--- src/rtl/load_store_unit_pkg.sv ---
// Shared types and helpers for the load/store unit: access size codes, FSM state codes,
// and size-derived byte counts and alignment masks.
package load_store_unit_pkg;

    typedef enum logic [1:0] {
        LSU_BYTE = 2'd0,
        LSU_HALF = 2'd1,
        LSU_WORD = 2'd2,
        LSU_BAD  = 2'd3
    } lsu_size_e;

    typedef enum logic [1:0] {
        LSU_IDLE = 2'd0,
        LSU_RD   = 2'd1,
        LSU_WR   = 2'd2,
        LSU_RESP = 2'd3
    } lsu_state_e;

    function automatic logic [2:0] lsu_size_bytes(input lsu_size_e size);
        case (size)
            LSU_BYTE: return 3'd1;
            LSU_HALF: return 3'd2;
            default:  return 3'd4;
        endcase
    endfunction

    // Low address bits that must be zero for a naturally aligned access.
    function automatic logic [1:0] lsu_low_mask(input lsu_size_e size);
        case (size)
            LSU_BYTE: return 2'b00;
            LSU_HALF: return 2'b01;
            default:  return 2'b11;
        endcase
    endfunction

endpackage

--- src/rtl/lsu_lane_align.sv ---
// Lane steering for the load/store unit: extracts and extends the addressed byte/half of a read
// word, and merges store data into the addressed lane(s) of that word for read-modify-write.
module lsu_lane_align
    import load_store_unit_pkg::*;
(
    input  logic [31:0] rd_word,
    input  logic [31:0] wdata,
    input  logic [1:0]  lane,
    input  lsu_size_e   size,
    input  logic        sign_ext,
    output logic [31:0] rdata,
    output logic [31:0] merged
);

    logic [7:0]  lane_byte;
    logic [15:0] lane_half;

    always_comb begin
        lane_byte = rd_word[{lane, 3'b000} +: 8];
        lane_half = rd_word[{lane[1], 4'b0000} +: 16];
        rdata     = rd_word;
        merged    = wdata;
        case (size)
            LSU_BYTE: begin
                rdata  = {{24{sign_ext & lane_byte[7]}}, lane_byte};
                merged = rd_word;
                merged[{lane, 3'b000} +: 8] = wdata[7:0];
            end
            LSU_HALF: begin
                rdata  = {{16{sign_ext & lane_half[15]}}, lane_half};
                merged = rd_word;
                merged[{lane[1], 4'b0000} +: 16] = wdata[15:0];
            end
            default: ;
        endcase
    end

endmodule

--- src/rtl/load_store_unit.sv ---
// Load/store unit: one request at a time to a word-wide SRAM with combinational read;
// sub-word stores are done as read-modify-write because the memory writes whole words.
//
//   state    | meaning
//   ---------+-------------------------------------------------------------
//   LSU_IDLE | ready for a request; request fields latched on accept
//   LSU_RD   | read word from SRAM into rd_q (loads and sub-word stores)
//   LSU_WR   | one-cycle write strobe with full or merged word
//   LSU_RESP | one-cycle response pulse, then back to IDLE
module load_store_unit
    import load_store_unit_pkg::*;
#(
    parameter logic [31:0] SRAM_LIMIT  = 32'h0000_00FC,
    parameter bit          ALIGN_CHECK = 1'b1
) (
    input  logic        clk,
    input  logic        rst_n,
    input  logic        req_valid,
    output logic        req_ready,
    input  logic        req_write,
    input  logic [1:0]  req_size,
    input  logic        req_signed,
    input  logic [31:0] req_addr,
    input  logic [31:0] req_wdata,
    output logic        rsp_valid,
    output logic [31:0] rsp_rdata,
    output logic        rsp_fault,
    output logic [31:0] sram_addr,
    output logic [31:0] w_sram,
    output logic        w_sram_en,
    input  logic [31:0] r_sram
);

    lsu_state_e  state_q, state_d;
    lsu_size_e   size_q, size_d;
    logic [31:0] sram_addr_q, sram_addr_d;
    logic [31:0] wdata_q, wdata_d;
    logic [31:0] rd_q, rd_d;
    logic [1:0]  lane_q, lane_d;
    logic        signed_q, signed_d;
    logic        write_q, write_d;
    logic        fault_q, fault_d;

    lsu_size_e   req_sz;
    logic        accept;
    logic        misalign;
    logic        req_fault;
    logic [31:0] eff_addr;
    logic [32:0] last_byte;
    logic [31:0] ld_data;
    logic [31:0] st_word;

    // Fault decode on the incoming request; the limit check uses 33 bits so the top of the
    // address space cannot wrap back into range.
    always_comb begin
        req_sz    = lsu_size_e'(req_size);
        accept    = req_valid && (state_q == LSU_IDLE);
        misalign  = (req_addr[1:0] & lsu_low_mask(req_sz)) != 2'b00;
        eff_addr  = ALIGN_CHECK ? req_addr
                                : {req_addr[31:2], req_addr[1:0] & ~lsu_low_mask(req_sz)};
        last_byte = {1'b0, eff_addr} + {30'd0, lsu_size_bytes(req_sz)} - 33'd1;
        req_fault = (req_sz == LSU_BAD) || (ALIGN_CHECK && misalign) ||
                    (last_byte >= {1'b0, SRAM_LIMIT});
    end

    always_ff @(posedge clk or negedge rst_n) begin
        if (!rst_n) begin
            state_q     <= LSU_IDLE;
            size_q      <= LSU_BYTE;
            sram_addr_q <= '0;
            wdata_q     <= '0;
            rd_q        <= '0;
            lane_q      <= '0;
            signed_q    <= 1'b0;
            write_q     <= 1'b0;
            fault_q     <= 1'b0;
        end else begin
            state_q     <= state_d;
            size_q      <= size_d;
            sram_addr_q <= sram_addr_d;
            wdata_q     <= wdata_d;
            rd_q        <= rd_d;
            lane_q      <= lane_d;
            signed_q    <= signed_d;
            write_q     <= write_d;
            fault_q     <= fault_d;
        end
    end

    always_comb begin
        state_d = state_q;
        case (state_q)
            LSU_IDLE: begin
                if (req_valid) begin
                    if (req_fault)                              state_d = LSU_RESP;
                    else if (!req_write || req_sz != LSU_WORD)  state_d = LSU_RD;
                    else                                        state_d = LSU_WR;
                end
            end
            LSU_RD:   state_d = write_q ? LSU_WR : LSU_RESP;
            LSU_WR:   state_d = LSU_RESP;
            LSU_RESP: state_d = LSU_IDLE;
            default:  state_d = LSU_IDLE;
        endcase
    end

    always_comb begin
        sram_addr_d = sram_addr_q;
        size_d      = size_q;
        wdata_d     = wdata_q;
        lane_d      = lane_q;
        signed_d    = signed_q;
        write_d     = write_q;
        fault_d     = fault_q;
        rd_d        = rd_q;
        if (accept) begin
            sram_addr_d = {eff_addr[31:2], 2'b00};
            size_d      = req_sz;
            wdata_d     = req_wdata;
            lane_d      = eff_addr[1:0];
            signed_d    = req_signed;
            write_d     = req_write;
            fault_d     = req_fault;
        end
        if (state_q == LSU_RD) begin
            rd_d = r_sram;
        end
    end

    lsu_lane_align u_lane_align (
        .rd_word  (rd_q),
        .wdata    (wdata_q),
        .lane     (lane_q),
        .size     (size_q),
        .sign_ext (signed_q),
        .rdata    (ld_data),
        .merged   (st_word)
    );

    always_comb begin
        req_ready = 1'b0;
        rsp_valid = 1'b0;
        rsp_fault = 1'b0;
        rsp_rdata = '0;
        w_sram_en = 1'b0;
        w_sram    = '0;
        case (state_q)
            LSU_IDLE: req_ready = 1'b1;
            LSU_WR: begin
                w_sram_en = 1'b1;
                w_sram    = st_word;
            end
            LSU_RESP: begin
                rsp_valid = 1'b1;
                rsp_fault = fault_q;
                rsp_rdata = (fault_q || write_q) ? 32'd0 : ld_data;
            end
            default: ;
        endcase
    end

    assign sram_addr = sram_addr_q;

endmodule

--- config.mk ---
export PLATFORM = sky130hd
export DESIGN_NAME = load_store_unit
export DESIGN_NICKNAME = d
export VERILOG_FILES = /design/src/rtl/load_store_unit_pkg.sv /design/src/rtl/lsu_lane_align.sv /design/src/rtl/load_store_unit.sv
export SDC_FILE = /design/constraint.sdc
export NUM_CORES = 1
export LEC_CHECK = 0
export CELL_PAD_IN_SITES_DETAIL_PLACEMENT = 2
export CELL_PAD_IN_SITES_GLOBAL_PLACEMENT = 2
export CORE_MARGIN = 3
export CORE_UTILIZATION = 30
export DETAILED_ROUTE_END_ITERATION = 8
export MAX_ROUTING_LAYER = met4
export PLACE_DENSITY_LB_ADDON = 0.1
export SLEW_MARGIN = 10
export SYNTH_ARGS = -nofsm -noshare
export SYNTH_HDL_FRONTEND = slang
export SYNTH_SLANG_ARGS = --single-unit
--- constraint.sdc ---
create_clock -name clk -period 4.8 [get_ports clk]
set_clock_uncertainty 0.2 [all_clocks]
set_input_delay 0.72 -clock clk [delete_from_list [all_inputs] [get_ports clk]]
set_output_delay 0.72 -clock clk [all_outputs]
set_load 0.02 [all_outputs]
[Yosys cells after proc, flatten, opt, wreduce, memory -nomap -nowiden]
Cells that the tools add are included.
Cells by class
  $add $sub $neg: 4
  $lt $le $gt $ge: 1
  shift-type cells: 6
  equality and inequality tests: 8
  bitwise gates (word level): 3
  reduce and logical (&&, ||, !) cells: 10
  muxes and demuxes: 18
Operator list (count)
  case mux 32 bit (2 select lines): 2
  two-way mux 32 bit: 3
  bitwise mux 32 bit: 2
  adder 32 x 3 -> 33 bit: 1
  >= comparator 33 x 8 -> 1 bit, second input constant: 1
  subtractor 33 x 1 -> 33 bit, second input constant: 1
  variable shift 16 x 7 -> 32 bit, first input constant: 1
  variable shift 8 x 7 -> 32 bit, first input constant: 1
  indexed part select 16 x 7 -> 32 bit: 1
  indexed part select 32 x 6 -> 16 bit: 1
  indexed part select 32 x 6 -> 8 bit: 1
  indexed part select 8 x 7 -> 32 bit: 1
  negation 5 -> 7 bit: 2
  case mux 2 bit (4 select lines): 1
  == test 2 x 1 -> 1 bit, second input constant: 3
  == test 2 bit, second input constant: 3
  logical NOT 2 bit: 3
  two-way mux 2 bit: 3
  case mux 3 bit (2 select lines): 1
  two-way mux 1 bit: 5
  logical OR 1 bit: 4
  inequality test 2 bit, second input constant: 2
  case mux 2 bit (2 select lines): 1
  bitwise AND 1 bit: 2
  other kinds (4): 4
Word-level totals
  output and inout port bits: 100
  logic and storage cells: 59
  input port bits: 103
  register bits after elaboration: 103

[Longest topological paths before layout]
Gate-level depths: netlist (run 1).
  depth after elaboration: 9
  mapped depth: 15
  mapped depth without buffers: 15

[Cells and area by module]
A second synthesis (run 1) with hierarchy kept.
Unflattened totals
  cell total of the unflattened synthesis: 957
  area total of the unflattened synthesis: 8495.6 um2
By module, submodules not included
  load_store_unit: instances 1, area an instance 6426.2 um2, seq. area each 2577.5 um2, cells an instance 673
  lsu_lane_align: instances 1, area an instance 2069.5 um2, seq. area each 0.0 um2, cells an instance 284

[Least setup slack after synthesis (run 1)]
Ideal clock, no wire load.
  path type: input to register
  from: in req_size[1]
  to: reg state_q[0]
  arrival time: 3.712 ns
  cell stages on the path: 15
  data required time: 4.457 ns
  path slack: 0.745 ns
  setup time: 0.143 ns
  cells stage by stage: inv_1 -> nand2_1 -> ha_1 -> inv_1 -> ha_1 -> fa_1 -> a211o_1 -> a211oi_2 -> o31a_2 -> o21ai_2 -> a211oi_2 -> o21bai_1 -> a211o_1 -> a2111oi_4 -> a41oi_1
Between the ends
  longest elaborated chain between the ends: 9
Ends and longest elaborated chain
  from (decl): line load_store_unit.sv:21  | input logic [1:0] req_size,
  == test 2 x 1 -> 1 bit / logical NOT 2 bit (equally long branches)
  case mux 3 bit (2 select lines) / case mux 2 bit (2 select lines) (equally long branches)
  adder 32 x 3 -> 33 bit / bitwise AND 2 bit (equally long branches): line load_store_unit.sv:61, load_store_unit.sv:58
  subtractor 33 x 1 -> 33 bit / nonzero test 2 bit (equally long branches): line load_store_unit.sv:61, load_store_unit.sv:58
  >= comparator 33 x 8 -> 1 bit / logical OR 1 bit (equally long branches): line load_store_unit.sv:63, load_store_unit.sv:62
  logical OR 1 bit: line load_store_unit.sv:62  | req_fault = (req_sz == LSU_BAD) || (ALIGN_CHECK && misalign) ||
  two-way mux 2 bit *: line load_store_unit.sv:95  | if (req_fault) state_d = LSU_RESP;
  two-way mux 2 bit *: line load_store_unit.sv:94  | if (req_valid) begin
  case mux 2 bit (4 select lines) *: line load_store_unit.sv:92  | case (state_q)
  to (signal assigned): line load_store_unit.sv:78  | state_q <= state_d;
  to (decl): line load_store_unit.sv:34  | lsu_state_e state_q, state_d;
Every way passes the cells marked *; elsewhere a longest branch is shown, timed or not. The select of a mux whose other input is x is not followed.
A chain may end at the register's enable or synchronous reset.

[Worst setup path in the final report (run 1)]
  from: in req_size[0]
  to: reg state_q[0]
The elaborated chain is that of the path after synthesis.

==> summary.md, run 1 <==
| Metric | Value |
|---|---|
| Outcome | `finished, final reports clean` |
| Clock Sinks | `103` |
| Die X | `168.4 µm` |
| Worst-path clk slew | `80 ps` |
| Top cells by count, synth | `nand2_1 (110), dfrtp_1 (103), o21ai_0 (94)` |
| Routability congestion estimate | `0.8848` |
| Hold_buf cts | `0` |
| Critical-path top delay cell | `clkdlybuf4s50_1` |
| Final setup violation count | `0` |
| Maximum capacitance violations | `0` |
| Kind of critical path | `in2reg` |
| Core ar. | `25540 µm²` |
| PostCTS Resize Cnt | `0` |
| Starting Density | `30.97%` |
| Slew margin rel. | `32.58%` |
| PwrDens | `579.4 nW/µm²` |
| Placed Area | `10300 µm²` |
| Fmax | `0.2178 GHz` |
| ANT cells | `0` |
| Vias in the first global route | `8735` |
| Worst slack, placed | `-183.9 ps` |
| Final instance area | `10600 µm²` |
| Most common cell in the netlist | `nand2_1` |
| Nets | `1271` |
| Clock Power Share | `12.5%` |
| Worst-path fanout max | `4` |
| CTS tree | `built` |
| DRC | `0` |
| Top cells by area, synth | `dfrtp_1 (33%), ha_1 (7.0%), mux2_2 (6.0%)` |
| Cell-internal power | `3.184 mW` |
| Cell family with most CP delay | `compound AO/OA/AOI/OAI gates` |
| Max-slew violations | `0` |
| Wirelength, routed | `33390 µm` |
| Synthesized instance count | `942` |
| Share of cells above drive strength 1 | `10.11%` |
| # placed instances | `1442` |
| P&R area growth vs syn | `33.96%` |
| Sw Pwr | `2.956 mW` |
| #FFs+latches synth | `103` |
| Routed Antenna Nets | `0` |
| H-tree Lvls | `3` |
| Cell taking the most area after synthesis | `dfrtp_1` |
| Seq/Total Area, Yosys | `32.58%` |
| Switching part of the total | `48.14%` |
| Fin. Hold Viols | `0` |
| Hold Crit Class | `in2async` |
| DR iter-0 viols | `503` |
| Vias/cell | `5.553` |
| Clock Tree Buf Depth | `2` |
| Hold Slack | `101.9 ps` |
| Initial antenna violation count | `0` |
| Critical Path Start Type | `input port` |
| Top Ports | `203` |
| Crit path buf inv count | `2` |
| Clock Latency Late Sink | `350 ps` |
| Fin crit period | `4592 ps` |
| Largest net degree at the start of global routing | `57` |
| Synth Flop Type | `dfrtp_1` |
| Post-synth EDFFs | `0` |
| Final setup margin | `207.9 ps` |
| Post-Syn Area | `7911 µm²` |
| Post-synth ARST share | `100.0%` |
| Pleak | `4.407 nW` |
| Area share of the largest cell type after synthesis | `32.58%` |
| Peak supply drop | `0.2590 mV` |
| RSZ-0062 raised after global routing | `no` |
| Worst-margin pin slew | `1011 ps` |
| WL per Instance | `22.90 µm` |
| Crit path cell chain | `clkdlybuf4s50_1 -> nand2_1 -> ha_1 -> inv_1 -> ha_1 -> fa_1 -> a211o_1 -> a211oi_2 -> o31a_2 -> o21ai_2 -> a211oi_2 -> o21bai_1 -> a211o_1 -> a2111oi_4 -> a41oi_1` |
| Worst Path Required | `4820 ps` |
| Total number of yosys warnings | `0` |
| Syn avg cell area | `8.398 µm²` |
| Tot GR Track Use | `23.88%` |
| First-pass GRT wire length | `51740 µm` |
| GRT overflow | `0` |
| Via count | `8097` |
| Combinational power share | `57.1%` |
| Final cell count without fillers | `1458` |
| R2R Setup Slk | `1780 ps` |
| Seq pwr share | `30.4%` |
| Clock Tree Root | `clkbuf_16` |
| Dpl hpwl | `26280 µm` |
| Yosys cell types | `66` |
| Total die area | `28360 µm²` |
| Site Rows | `58` |
| Critical Path End Type | `flop` |
| Post-CTS setup buffers | `0` |
| Crit share post-route | `95.67%` |
| Die height | `168.4 µm` |
| Worst EP arrival | `4620 ps` |
| Largest stage delay, worst path | `580 ps` |
| PortBufs | `200` |
| Number of buffers created by CTS | `9` |
| DR pass1 iterations | `5` |
-- sequential cells by signal, summed over array words and instances (netlist names) --
name,count
sram_addr,30
size_q,2
wdata_q,32
state_q,2
signed_q,1
lane_q,2
write_q,1
fault_q,1
rd_q,32
-- final cells by class --
class,instances,area (µm²)
clock inverter,7,62.56
tap,330,412.9
clock buffer,9,225.2
multi-input combinational,702,4815
fill,2888,14950
sequential,103,2579
timing repair buffer,224,2192
inverter,83,311.5
-- metal layers --
layer / share of wire [%] / vias up / track usage (%)
met3: 3.5 / 41 / 3.052
met1: 40 / 4103 / 27.29
met5: 0 / - / -
met2: 54 / 173 / 43.83
met4: 2.5 / 0 / 6.652
li1: - / 3780 / -
-- metrics by stage --
step	power (mW)	setup TNS, ps	util [%]
global route	6.616	0	41.49
detailed placement	5.401	-438.1	40.34
finish	6.141	0	41.49
CTS	6.204	0	41.46
floorplan	3.822	0	-
global placement	5.305	-80.77	40.34
-- power by group through the flow --
stage               Combinational, mW  Clock (mW)  Sequential (mW)
CTS                              3.54       0.798             1.87
finish                           3.50       0.768             1.87
detailed placement               3.52           0             1.88
global route                     3.86       0.828             1.93
global placement                 3.44           0             1.86
floorplan                        2.09           0             1.73
-- cells in the final DEF (no fill, tap or decap), types with 10 or more instances in the layout --
cell type | synthesis | final
nor3_1 | 19 | 19
buf_4 | 2 | 24
o221ai_1 | 10 | 10
nor2_1 | 51 | 51
dfrtp_1 | 103 | 102
mux2i_1 | 18 | 18
clkdlybuf4s50_1 | 0 | 199
o21ai_0 | 94 | 94
nand2_1 | 110 | 110
a21oi_1 | 82 | 82
mux2_2 | 42 | 42
xor2_1 | 13 | 13
inv_1 | 81 | 81
ha_1 | 44 | 43
nor2b_1 | 25 | 25
a221oi_1 | 24 | 24
a211oi_1 | 21 | 21
nand4_1 | 11 | 11
-- final timing paths --
kind	start	end	depth (start not counted)
max in group asynchronous	rst_n	wdata_q[25]$_DFFE_PN0P_	2
min in group clk	sram_addr[19]$_DFFE_PN0P_	sram_addr[19]$_DFFE_PN0P_	2
worst max register to register	state_q[1]$_DFFE_PN0P_	state_q[0]$_DFFE_PN0P_	11
worst min-delay path	rst_n	rd_q[5]$_DFFE_PN0N_	1
worst min register to register	sram_addr[19]$_DFFE_PN0P_	sram_addr[19]$_DFFE_PN0P_	2
worst max-delay path	req_size[0]	state_q[0]$_DFFE_PN0P_	15
-- cells by family (layout without fill, tap and decap cells) --
family,count (synthesis),in the layout,synth area share [%]
compound gates,321,321,26.73
simple gates,250,250,14.53
buf+inv,138,323,6.737
flops,103,103,32.58
mux,68,68,10.39
fa+ha+maj,45,45,7.212
xor+xnor,16,16,1.771
other cells,1,2,0.04740
No activity file was read; power rests on OpenSTA's default activity.
==> run 2: changes to the inputs <==
--- a/config.mk
+++ b/config.mk
@@ -8,10 +8,12 @@
 export CELL_PAD_IN_SITES_DETAIL_PLACEMENT = 2
 export CELL_PAD_IN_SITES_GLOBAL_PLACEMENT = 2
 export CORE_MARGIN = 3
-export CORE_UTILIZATION = 30
+export CORE_UTILIZATION = 25
 export DETAILED_ROUTE_END_ITERATION = 8
+export HOLD_SLACK_MARGIN = 0.02
 export MAX_ROUTING_LAYER = met4
 export PLACE_DENSITY_LB_ADDON = 0.1
+export SKIP_CTS_REPAIR_TIMING = 1
 export SLEW_MARGIN = 10
 export SYNTH_ARGS = -nofsm -noshare
 export SYNTH_HDL_FRONTEND = slang
==> summary.md, run 2 (same netlist as run 1, synthesis figures left out) <==
| Metric | Value |
|---|---|
| Worst-margin pin slew | `974.2 ps` |
| Worst-path clk slew | `70 ps` |
| Crit share post-route | `95.01%` |
| # placed instances | `1508` |
| Critical-path top delay cell | `clkdlybuf4s50_1` |
| Hold Crit Class | `in2async` |
| Starting Density | `25.60%` |
| Core ar. | `30910 µm²` |
| Register Area | `2579 µm²` |
| Fin. Hold Viols | `0` |
| Clock Latency Late Sink | `360 ps` |
| Nets | `1271` |
| Max-slew violations | `0` |
| Crit path cell chain | `clkdlybuf4s50_1 -> nand2_1 -> ha_1 -> inv_1 -> ha_1 -> fa_1 -> a211o_1 -> a21o_1 -> a21oi_1 -> xor2_1 -> a31oi_1 -> nor4_1 -> nand4_1 -> a2111oi_4 -> a41oi_1` |
| Share of cells above drive strength 1 | `9.938%` |
| Clock Tree Root | `clkbuf_16` |
| Sw Pwr | `2.914 mW` |
| CTS tree | `built` |
| P&R area growth vs syn | `35.16%` |
| Die height | `183.9 µm` |
| PwrDens | `577.3 nW/µm²` |
| Maximum capacitance violations | `0` |
| Die X | `183.9 µm` |
| Routability congestion estimate | `0.8963` |
| Cell-internal power | `3.259 mW` |
| Routed Antenna Nets | `0` |
| GRT overflow | `0` |
| Worst EP arrival | `4580 ps` |
| Worst Path Required | `4820 ps` |
| Total die area | `33820 µm²` |
| Wirelength, routed | `33800 µm` |
| Dpl hpwl | `26390 µm` |
| Switching part of the total | `47.20%` |
| Worst-path fanout max | `4` |
| Critical Path End Type | `flop` |
| Peak supply drop | `0.1971 mV` |
| Largest stage delay, worst path | `540 ps` |
| Clock Tree Buf Depth | `2` |
| Vias/cell | `5.293` |
| Slew margin rel. | `34.55%` |
| Commonest non-fill, non-tap cell in the layout | `clkdlybuf4s50_1` |
| Fmax | `0.2193 GHz` |
| PortBufs | `200` |
| Via count | `8066` |
| Cell family with most CP delay | `compound AO/OA/AOI/OAI gates` |
| Critical Path Start Type | `input port` |
| Vias in the first global route | `8739` |
| Clock Sinks | `103` |
| Commonest cells after routing, fill and taps aside | `clkdlybuf4s50_1 (199), nand2_1 (110), dfrtp_1 (102)` |
| H-tree Lvls | `3` |
| Pleak | `4.416 nW` |
| Combinational power share | `55.7%` |
| Fin crit period | `4561 ps` |
| Site Rows | `64` |
| DRC | `0` |
| Kind of critical path | `in2reg` |
| WL per Instance | `22.18 µm` |
| DR iter-0 viols | `449` |
| DR pass1 iterations | `7` |
| Initial antenna violation count | `1` |
| Fill count | `3473` |
| Largest net degree at the start of global routing | `56` |
| Top Ports | `203` |
| Tot GR Track Use | `20.33%` |
| Final setup violation count | `0` |
| Clock Power Share | `13.6%` |
| Seq pwr share | `30.7%` |
| First-pass GRT wire length | `52070 µm` |
| Crit path buf inv count | `2` |
| CP most frequent cell | `ha_1` |
| Outcome | `finished, final reports clean` |
| Final cell count without fillers | `1524` |
| Multi-input gate area | `4808 µm²` |
| RSZ-0062 raised after global routing | `no` |
| Post-route core utilization | `34.59%` |
| Number of buffers created by CTS | `9` |
[run 2: cell count changes in the layout (fill, tap and decap cells not counted), sizes merged]
cell and change:
bufinv +2, inv -2, clkinv -1, diode +1
[run 2: final cells by class]
type,instances,area share [%]
Timing Repair Buffer,224,20.38
Inverter,83,2.914
Multi-Input combinational cell,702,44.97
Tap cell,396,4.634
Sequential cell,103,24.12
Antenna cell,1,0.02340
Clock inverter,6,0.8542
Clock buffer,9,2.106
[run 2: layer usage]
metal	global-route usage [%]	part of all wire, %
met1	23.01	40
met2	38.06	55
met3	2.691	3.6
met4	4.506	1.6
met5	-	0
[run 2: power by group through the flow]
stage / Combinational (mW) / Clock (mW) / Sequential, mW
after floorplan: 2.09 / 0 / 1.73
after global placement: 3.41 / 0 / 1.90
after detailed placement: 3.47 / 0 / 1.91
after CTS: 3.49 / 0.879 / 1.90
after global routing: 3.81 / 0.909 / 1.96
final: 3.44 / 0.838 / 1.90
[run 2: metrics by stage]
step / setup WS, ps / total power [mW] / setup TNS (ps) / hold slack [ps] / cell area [µm²]
floorplan: 744.6 / 3.822 / 0 / 224.4 / 7915
global placement: -0.7061 / 5.310 / -0.7061 / 264.4 / 10370
detailed placement: -135.3 / 5.382 / -237.4 / 272.8 / 10370
CTS: 263.0 / 6.272 / 0 / 167.4 / 10690
global route: 10.33 / 6.676 / 0 / 191.4 / 10690
finish: 239.3 / 6.173 / 0 / 149.3 / 10690
[run 2: final timing paths]
check | startpoint | end | slack, ps | depth (start not counted)
max | req_size[0] | state_q[0]$_DFFE_PN0P_ | 240 | 15
min | rst_n | rd_q[18]$_DFFE_PN0N_ | 150 | 1
max reg2reg | state_q[0]$_DFFE_PN0P_ | state_q[0]$_DFFE_PN0P_ | 1480 | 11
min reg2reg | sram_addr[15]$_DFFE_PN0P_ | sram_addr[15]$_DFFE_PN0P_ | 290 | 2
max in group asynchronous | rst_n | sram_addr[19]$_DFFE_PN0P_ | 3330 | 2
min in group clk | sram_addr[15]$_DFFE_PN0P_ | sram_addr[15]$_DFFE_PN0P_ | 290 | 2
[run 2: worst register-to-register path, stage by stage, from the launching register on]
cell	delay (ps)
dfrtp_1	430
inv_1	100
ha_1	280
and2_2	230
o2111ai_1	160
nor4_1	240
and3_1	230
nand4_1	100
nor4_1	360
nand4_1	240
a2111oi_4	450
a41oi_1	170
